--- src/rtl/flag_gen.sv ---
`default_nettype none
// ============================================================================
// Module      : flag_gen
// Description : Multi-cycle ADD/SUB/ADC/AND flag producer, CHUNK bits per
//               cycle, LSB slice first; holds the {c,o,s,z} flag register.
//               Optional macro FLAG_GEN_RESULT_EN keeps a result register.
// Revision    : 1.0 - initial release
// ============================================================================
module flag_gen #(
  parameter int WIDTH = 16,
  parameter int CHUNK = 4
) (
  input  logic             clk,
  input  logic             rst,
  input  logic             start,
  input  logic [1:0]       op,
  input  logic [WIDTH-1:0] a,
  input  logic [WIDTH-1:0] b,
  input  logic             flags_we,
  input  logic [3:0]       flags_wdata,
  output logic             busy,
  output logic             done,
  output logic [3:0]       flags,
  output logic [WIDTH-1:0] result
);

  localparam int         c_n      = WIDTH / CHUNK;
  localparam int         c_cw     = (c_n > 1) ? $clog2(c_n) : 1;
  localparam logic [1:0] c_op_add = 2'b00;
  localparam logic [1:0] c_op_sub = 2'b01;
  localparam logic [1:0] c_op_adc = 2'b10;
  localparam logic [1:0] c_op_and = 2'b11;

  typedef enum logic [0:0] {S_IDLE = 1'b0, S_RUN = 1'b1} state_t;

  state_t           r_state;
  logic [c_cw-1:0]  r_cnt;
  logic [WIDTH-1:0] r_a;
  logic [WIDTH-1:0] r_b;
  logic [1:0]       r_op;
  logic             r_carry;
  logic             r_zacc;
  logic             r_done;
  logic [3:0]       r_flags;

  logic [CHUNK-1:0] w_a_sl;
  logic [CHUNK-1:0] w_b_sl;
  logic [CHUNK:0]   w_sum;
  logic [CHUNK-1:0] w_slice;
  logic             w_is_and;
  logic             w_last;
  logic             w_zacc;
  logic             w_c;
  logic             w_o;

  // Operands shift right each cycle, so the active slice is always at bit 0.
  assign w_is_and = (r_op == c_op_and);
  assign w_a_sl   = r_a[CHUNK-1:0];
  assign w_b_sl   = (r_op == c_op_sub) ? ~r_b[CHUNK-1:0] : r_b[CHUNK-1:0];
  assign w_sum    = {1'b0, w_a_sl} + {1'b0, w_b_sl} + {{CHUNK{1'b0}}, r_carry};
  assign w_slice  = w_is_and ? (w_a_sl & r_b[CHUNK-1:0]) : w_sum[CHUNK-1:0];
  assign w_zacc   = r_zacc & (w_slice == '0);
  assign w_last   = (r_cnt == c_cw'(c_n - 1));
  assign w_c      = w_is_and ? 1'b0 : w_sum[CHUNK];
  // Carry into the MSB recovered as a^b^sum at that bit, then XOR carry out.
  assign w_o      = w_is_and ? 1'b0 :
                    (w_a_sl[CHUNK-1] ^ w_b_sl[CHUNK-1] ^ w_sum[CHUNK-1] ^ w_sum[CHUNK]);

  always_ff @(posedge clk) begin
    if (rst) begin
      r_state <= S_IDLE;
      r_cnt   <= '0;
      r_a     <= '0;
      r_b     <= '0;
      r_op    <= c_op_add;
      r_carry <= 1'b0;
      r_zacc  <= 1'b0;
      r_done  <= 1'b0;
      r_flags <= 4'b0000;
    end else begin
      r_done <= 1'b0;
      if (flags_we) begin
        r_flags <= flags_wdata;
      end
      case (r_state)
        S_IDLE: begin
          if (start) begin
            r_state <= S_RUN;
            r_a     <= a;
            r_b     <= b;
            r_op    <= op;
            r_cnt   <= '0;
            r_zacc  <= 1'b1;
            r_carry <= (op == c_op_sub) ? 1'b1 :
                       (op == c_op_adc) ? r_flags[3] : 1'b0;
          end
        end
        S_RUN: begin
          r_a     <= r_a >> CHUNK;
          r_b     <= r_b >> CHUNK;
          r_carry <= w_sum[CHUNK];
          r_zacc  <= w_zacc;
          r_cnt   <= r_cnt + 1'b1;
          if (w_last) begin
            r_state <= S_IDLE;
            r_done  <= 1'b1;
            r_flags <= {w_c, w_o, w_slice[CHUNK-1], w_zacc};
          end
        end
        default: r_state <= S_IDLE;
      endcase
    end
  end

  assign busy  = (r_state == S_RUN);
  assign done  = r_done;
  assign flags = r_flags;

`ifdef FLAG_GEN_RESULT_EN
  logic [WIDTH-1:0] r_acc;
  logic [WIDTH-1:0] r_result;
  logic [WIDTH-1:0] w_acc_next;

  assign w_acc_next = (r_acc >> CHUNK) | (WIDTH'(w_slice) << (WIDTH - CHUNK));

  always_ff @(posedge clk) begin
    if (rst) begin
      r_acc    <= '0;
      r_result <= '0;
    end else if (r_state == S_RUN) begin
      r_acc <= w_acc_next;
      if (w_last) begin
        r_result <= w_acc_next;
      end
    end
  end

  assign result = r_result;
`else
  assign result = '0;
`endif

endmodule
`default_nettype wire
--- config.mk ---
export PLATFORM = sky130hd
export DESIGN_NAME = flag_gen
export DESIGN_NICKNAME = d
export VERILOG_FILES = /design/src/rtl/flag_gen.sv
export SDC_FILE = /design/constraint.sdc
export NUM_CORES = 1
export LEC_CHECK = 0
export ABC_AREA = 0
export ABC_CLOCK_PERIOD_IN_PS = 3030
export CORE_MARGIN = 2
export CORE_UTILIZATION = 30
export CTS_CLUSTER_DIAMETER = 100
export CTS_CLUSTER_SIZE = 30
export DETAILED_ROUTE_END_ITERATION = 8
export GPL_ROUTABILITY_DRIVEN = 0
export MAX_ROUTING_LAYER = met4
export SLEW_MARGIN = 20
export SYNTH_ARGS = -nofsm -noshare
export SYNTH_HDL_FRONTEND = slang
export SYNTH_SLANG_ARGS = --single-unit
export TNS_END_PERCENT = 50
--- constraint.sdc ---
create_clock -name clk -period 3.03 [get_ports clk]
set_clock_uncertainty 0.05 [all_clocks]
set_input_delay 0.303 -clock clk [delete_from_list [all_inputs] [get_ports clk]]
set_output_delay 0.303 -clock clk [all_outputs]
set_load 0.02 [all_outputs]
## Yosys cells after proc, flatten, opt, wreduce, memory -nomap -nowiden

Index checks and enable logic that the tools add are counted.

| word-level totals | value |
|---|---|
| input port bits | 42 |
| word-level logic and storage cells | 51 |
| output and inout bits | 22 |
| register bits after elaboration | 44 |

| cells by class | value |
|---|---|
| muxes and demuxes | 23 |
| reductions and logical operators | 3 |
| add/sub/neg operators | 3 |
| bitwise operators | 7 |
| equality and inequality tests | 6 |

Operators by type and width:

| kind | count |
|---|---|
| one-hot mux 16 bit (2 select lines) | 2 |
| two-way mux 16 bit | 2 |
| two-way mux 4 bit | 5 |
| two-way mux 1 bit | 9 |
| equality test 2 bit (second input constant) | 3 |
| one-hot mux 1 bit (2 select lines) | 3 |
| adder 4 x 4 -> 5 bit | 1 |
| adder 5 x 1 -> 5 bit | 1 |
| bitwise AND 4 bit | 1 |
| equality test 2 x 1 -> 1 bit (second input constant) | 2 |
| logical NOT 4 bit | 1 |
| NOT 4 bit | 1 |
| one-hot mux 2 bit (2 select lines) | 1 |
| XOR 1 bit | 3 |
| adder 2 x 1 -> 2 bit (second input constant) | 1 |
| two-way mux 2 bit | 1 |
| != test 2 bit (second input constant) | 1 |
| AND reduction 2 bit | 1 |
| OR reduction 2 bit | 1 |
| bitwise AND 1 bit | 1 |
| NOT 1 bit | 1 |

## Longest topological paths before layout

| depth | value |
|---|---|
| depth after elaboration | 9 |
| mapped depth | 10 |
| mapped depth without buffers | 9 |

## Worst setup path after synthesis

Ideal clock, no wire load.

| timing path | value |
|---|---|
| path kind | reg2reg |
| start | register r_op[1] |
| end | register r_flags[2], in the netlist flags[2] |
| arrival | 2090 ps |
| slack | 789 ps |
| cell stages (with the launch flop) | 11 |
| library setup time | 101 ps |
| data required time | 2879 ps |
| clock period less this slack | 2241 ps |
| path buffers | 1 |
| cells stage by stage | dfxtp_1 > nand2b_1 > clkbuf_1 > xnor2_1 > fa_1 > inv_1 > fa_1 > nand2b_1 > a21oi_1 > xor2_1 > o41ai_1 |

| between the ends | value |
|---|---|
| word-level cells in the longest chain between the ends | 9 |
| elaborated cells on any way between the ends | 11 |
| those cells by class | 2 x add/sub; 2 x eq/ne; 4 x mux; 3 x bitwise |

RTL lines:

| what | RTL line | text |
|---|---|---|
| start: declaration | 40 | `logic [1:0] r_op;` |
| start signal: assignment | 75 | `r_op <= c_op_add;` |
| start signal: assignment | 91 | `r_op <= op;` |
| equality test 2 x 1 -> 1 bit | 59 | `assign w_b_sl = (r_op == c_op_sub) ? ~r_b[CHUNK-1:0] : r_b[CHUNK-1:0];` |
| two-way mux 4 bit | 59 |  |
| adder 4 x 4 -> 5 bit | 60 | `assign w_sum = {1'b0, w_a_sl} + {1'b0, w_b_sl} + {{CHUNK{1'b0}}, r_carry};` |
| adder 5 x 1 -> 5 bit | 60 |  |
| XOR 1 bit (2 in a row) | 67 | `(w_a_sl[CHUNK-1] ^ w_b_sl[CHUNK-1] ^ w_sum[CHUNK-1] ^ w_sum[CHUNK]);` |
| two-way mux 1 bit (*) | 66 | `assign w_o = w_is_and ? 1'b0 :` |
| two-way mux 4 bit (*) | 104 | `if (w_last) begin` |
| two-way mux 4 bit (*) | 85 | `case (r_state)` |
| end signal: assignment | 83 | `r_flags <= flags_wdata;` |
| end signal: assignment | 107 | `r_flags <= {w_c, w_o, w_slice[CHUNK-1], w_zacc};` |
| end: declaration | 44 | `logic [3:0] r_flags;` |

Every way passes the cells marked *; elsewhere a longest branch is shown, timed or not.
A chain may end at the register's enable or synchronous reset.

## Worst setup path in the final report

Same ends and word-level chain as after synthesis.

==> impl_summary.log <==
[metrics] global-route wire length before repair: ~8.0 mm
[metrics] FF-to-FF path depth: 9
[metrics] Initial DRC Count: between 80 and 90
[metrics] share of final-layout standard cells stronger than drive strength 1: 5.90%
[metrics] setup tns final: 0 ps
[metrics] highest attainable clock frequency: 412 MHz
[metrics] effective utilization at floorplan: 31.1%
[metrics] Mapped Avg Cell Area: 8.54 um2
[metrics] vias post-DR: 1816
[metrics] internal portion of total power: 0.931 mW
[metrics] clock period minus final worst setup slack: 2430 ps
[metrics] number of enable flip-flop cells after synthesis: 0
[metrics] core region area: 0.00725 mm2
[metrics] portion of total power attributed to sequential cells: 49.3%
[metrics] CP Data Arrival Time: 2580 ps
[metrics] insertion delay to the later sink of the worst-skew pair: approximately 300 ps
[metrics] number of cells on the critical path: 9
[metrics] clk sink count: 44
[metrics] final cell count without fillers: 404
[metrics] Final Max Tran Viols: 0
[metrics] xor/xnor cell area share of the yosys netlist: under 10%
[metrics] RSZ-0062 raised after global routing: no
[metrics] result of the run: complete, no violations
[metrics] Worst setup EP type: register
[metrics] list of cells traversed by the critical path: nand2b_1 -> xnor2_1 -> fa_1 -> inv_1 -> fa_1 -> nand2b_1 -> a21oi_1 -> xor2_1 -> o41ai_1
[metrics] arithmetic-cell share of the synthesized area counting full adders, half adders and majority gates: 4.00%
[metrics] worst-path cell with the longest stage delay: fa_1
[metrics] total overflow reported by the global router: 0
[metrics] pin slew with the least headroom to its limit: 580 ps
[metrics] Ys Warns: 0
[metrics] final count of negative-setup-slack endpoints: 0
[metrics] normalized max-slew margin: between 60% and 70%
[metrics] IO buf count: 47
[metrics] unique cell type count in the Yosys netlist: 37
[metrics] synthesized instance count: 264
[metrics] final routed wire length divided by cell count: 12.0 um
[metrics] WHS Path Cells: 2
[metrics] relative contribution of the clock network to total power: 30.0%
[metrics] overall routing resource usage: 12.3%
[metrics] # IOs: 64
[metrics] number of vias per cell: 4.50
[metrics] residual antenna-violating net count after detailed routing: 0
[metrics] worst hold path type: reg -> reg
[metrics] multiplexer share of the synthesized area: 17.0%
[metrics] cells resized by post-CTS repair: 0
[metrics] classification of the worst setup path: reg -> reg
[metrics] combinational cell fraction of total power: 20.7%
[metrics] Inst Count DP: approximately 400
[metrics] data required time of the critical path: ~3200 ps
[metrics] largest fanout of any net on the critical path: 4
[metrics] number of nets in the final layout: 352
[metrics] Seq cells post-synth: 44
[metrics] Max H-tree Level: 2
[metrics] DRC violation count after routing: 0
[metrics] synthesized-area fraction occupied by ao, oa, aoi and oai cells: 11.5%
[metrics] Setup crit start kind: register
[metrics] Max VDD drop: 0.205 mV
[metrics] end of the worst register-to-register path: flags[2]
[metrics] Power per Cell Area: 460 mW/mm2
[metrics] CTS buffer count: 5
[metrics] length of the first detailed-routing pass in iterations: 4
[metrics] via count of the first global-routing pass: 1689
[metrics] hold buffers post-CTS: 0
[metrics] proportion of synthesized flip-flops having asynchronous set or reset: 0%
[metrics] crit path setup slack, layout: 601 ps
[metrics] Worst Hold Endpoint: r_b[4]
[metrics] crit path buf inv count: 1
[metrics] beginning of the worst hold path: r_b[8]
[metrics] number of hold-slack violations in the final timing report: 0
[metrics] fraction of power spent switching nets: 28.6%
[metrics] area fraction in and, or, nand and nor cells after synthesis: 16.6%
[metrics] Critical R2R Launch: r_op[1]
[metrics] largest net degree at the start of global routing: between 50 and 60
[metrics] buffer levels on the longest clock path: 2
[metrics] wire length after detailed routing: 4.85 mm
[metrics] synthesized area: around 0.0023 mm2
[metrics] combinational family with the most area after synthesis: multiplexers
[metrics] kind of cell adding the most delay to the critical path: adder cells
[metrics] ys flop type: dfxtp_1
[metrics] dpl ws: approximately 620 ps
[metrics] number of antenna violations at the first check in global routing: 0
[metrics] register-to-register setup slack: ~600 ps
[metrics] clock root buffer: clkbuf_8
[metrics] number of inserted diodes: 0
[metrics] DIE AREA: 0.00822 mm2
[metrics] biggest cell delay along the critical path: 400 ps
[metrics] CTS tree: done
[metrics] number of setup buffers added after CTS: 0
[metrics] floorplan row count: 31
[metrics] post-detail-place hpwl: between 3 and 4 mm
[metrics] switching power total: 0.373 mW
[metrics] DIE WIDTH: 90.7 um
[metrics] portion of the clock cycle consumed by the worst path in the final layout: 80.2%
[metrics] synthesis-to-layout area growth: 25.9%
[metrics] static leakage: 1.20 nW
[metrics] floorplan die height: 90.7 um
[metrics] sequential area share after synthesis: 39.1%
[metrics] max-cap violation count: 0
[metrics] clock slew at reported path FFs: about 90 ps
## worst max-delay path by stage
| stage | from | to | slack, ps |
|---|---|---|---|
| floorplan | r_op[1] | flags[2] | 790 |
| global placement | r_op[1] | flags[2] | 760 |
| detailed placement | r_op[1] | flags[2] | 620 |
| CTS | r_op[1] | flags[2] | 580 |
| global route | r_op[1] | flags[2] | 380 |
| finish | r_op[1] | flags[2] | 600 |
## area by class of cell
cell class              count  area, um2
fillers                   763       4420
multi-input cells         198       1220
flip-flops and latches     44        882
repair buffers             50        500
well taps                  99        124
clock buffers               6       82.6
inverters                   5       18.8
clock inverters             2       10.0
## stage by stage
stage	hold WS [ps]	utilization, %	power (mW)	instance area (um2)
CTS	449	39.1	1.32	2840
global placement	413	37.8	0.923	2750
global route	468	39.1	1.38	2840
floorplan	400	-	0.845	2310
finish	440	39.1	1.30	2840
detailed placement	423	37.8	0.929	2750
## Yosys cell counts (3+ instances only)
library cell   n  area, um2
a21oi_1       32        160
buf_1          3       11.3
buf_2          6       30.0
buf_4         17        128
clkbuf_1       6       22.5
dfxtp_1       44        881
ha_1           4       50.1
inv_1          5       18.8
mux2i_1       36        360
nand2_1        5       18.8
nand2b_1       3       18.8
nor2_1        67        251
xnor2_1        4       35.0
## power groups by stage
| stage | sequential, mW | combinational, mW | clock [mW] |
|---|---|---|---|
| 3_3_place_gp | 0.655 | 0.267 | 0 |
| 4_1_cts | 0.643 | 0.274 | 0.405 |
| 2_1_floorplan | 0.652 | 0.193 | 0 |
| 5_1_grt | 0.647 | 0.302 | 0.430 |
| 3_5_place_dp | 0.656 | 0.273 | 0 |
| 6_report | 0.642 | 0.270 | 0.391 |
## cell families after synthesis
kind of cell    count (synthesis)
xor+xnor                        6
compound gates                 44
fa+ha+maj                       6
other cells                     1
flops                          44
mux                            38
buf+inv                        37
simple gates                   88
## sequential cells by signal (all words and copies together) (netlist names)
name and flops:
r_carry 1, done 1, r_op 2, r_b 16, r_zacc 1, flags 4
busy 1, r_a 16, r_cnt 2
## metal layers
metal | track usage (%) | vias to the layer above | part of all wire (%)
met5 | - | - | 0
met3 | 3.01 | 7 | 3.9
li1 | - | 936 | -
met4 | 4.49 | 0 | 1.6
met2 | 19.7 | 40 | 47
met1 | 15.1 | 833 | 47
## placed cells by master (no fill, tap or decap), types with 2 or more instances in the layout
master / synthesis / routed
a311oi_1: 2 / 2
xor2_1: 2 / 2
nand2_1: 5 / 5
fa_1: 2 / 2
ha_1: 4 / 4
nor2_1: 67 / 67
nand3_1: 2 / 2
clkbuf_8: 0 / 6
nor2b_1: 2 / 2
nand2b_1: 3 / 3
dfxtp_1: 44 / 43
a21oi_1: 32 / 32
and2_1: 2 / 2
buf_4: 17 / 2
conb_1: 1 / 16
xnor2_1: 4 / 4
inv_1: 5 / 5
mux2_2: 2 / 2
clkdlybuf4s50_1: 0 / 46
a211oi_1: 2 / 2
mux2i_1: 36 / 36
clkinv_2: 0 / 2
## worst min-delay path, stage by stage, from the launching register on
cell and delay (ps):
dfxtp_1 340, a21oi_1 60, nor2_1 70
No activity file was read; power rests on OpenSTA's default activity.
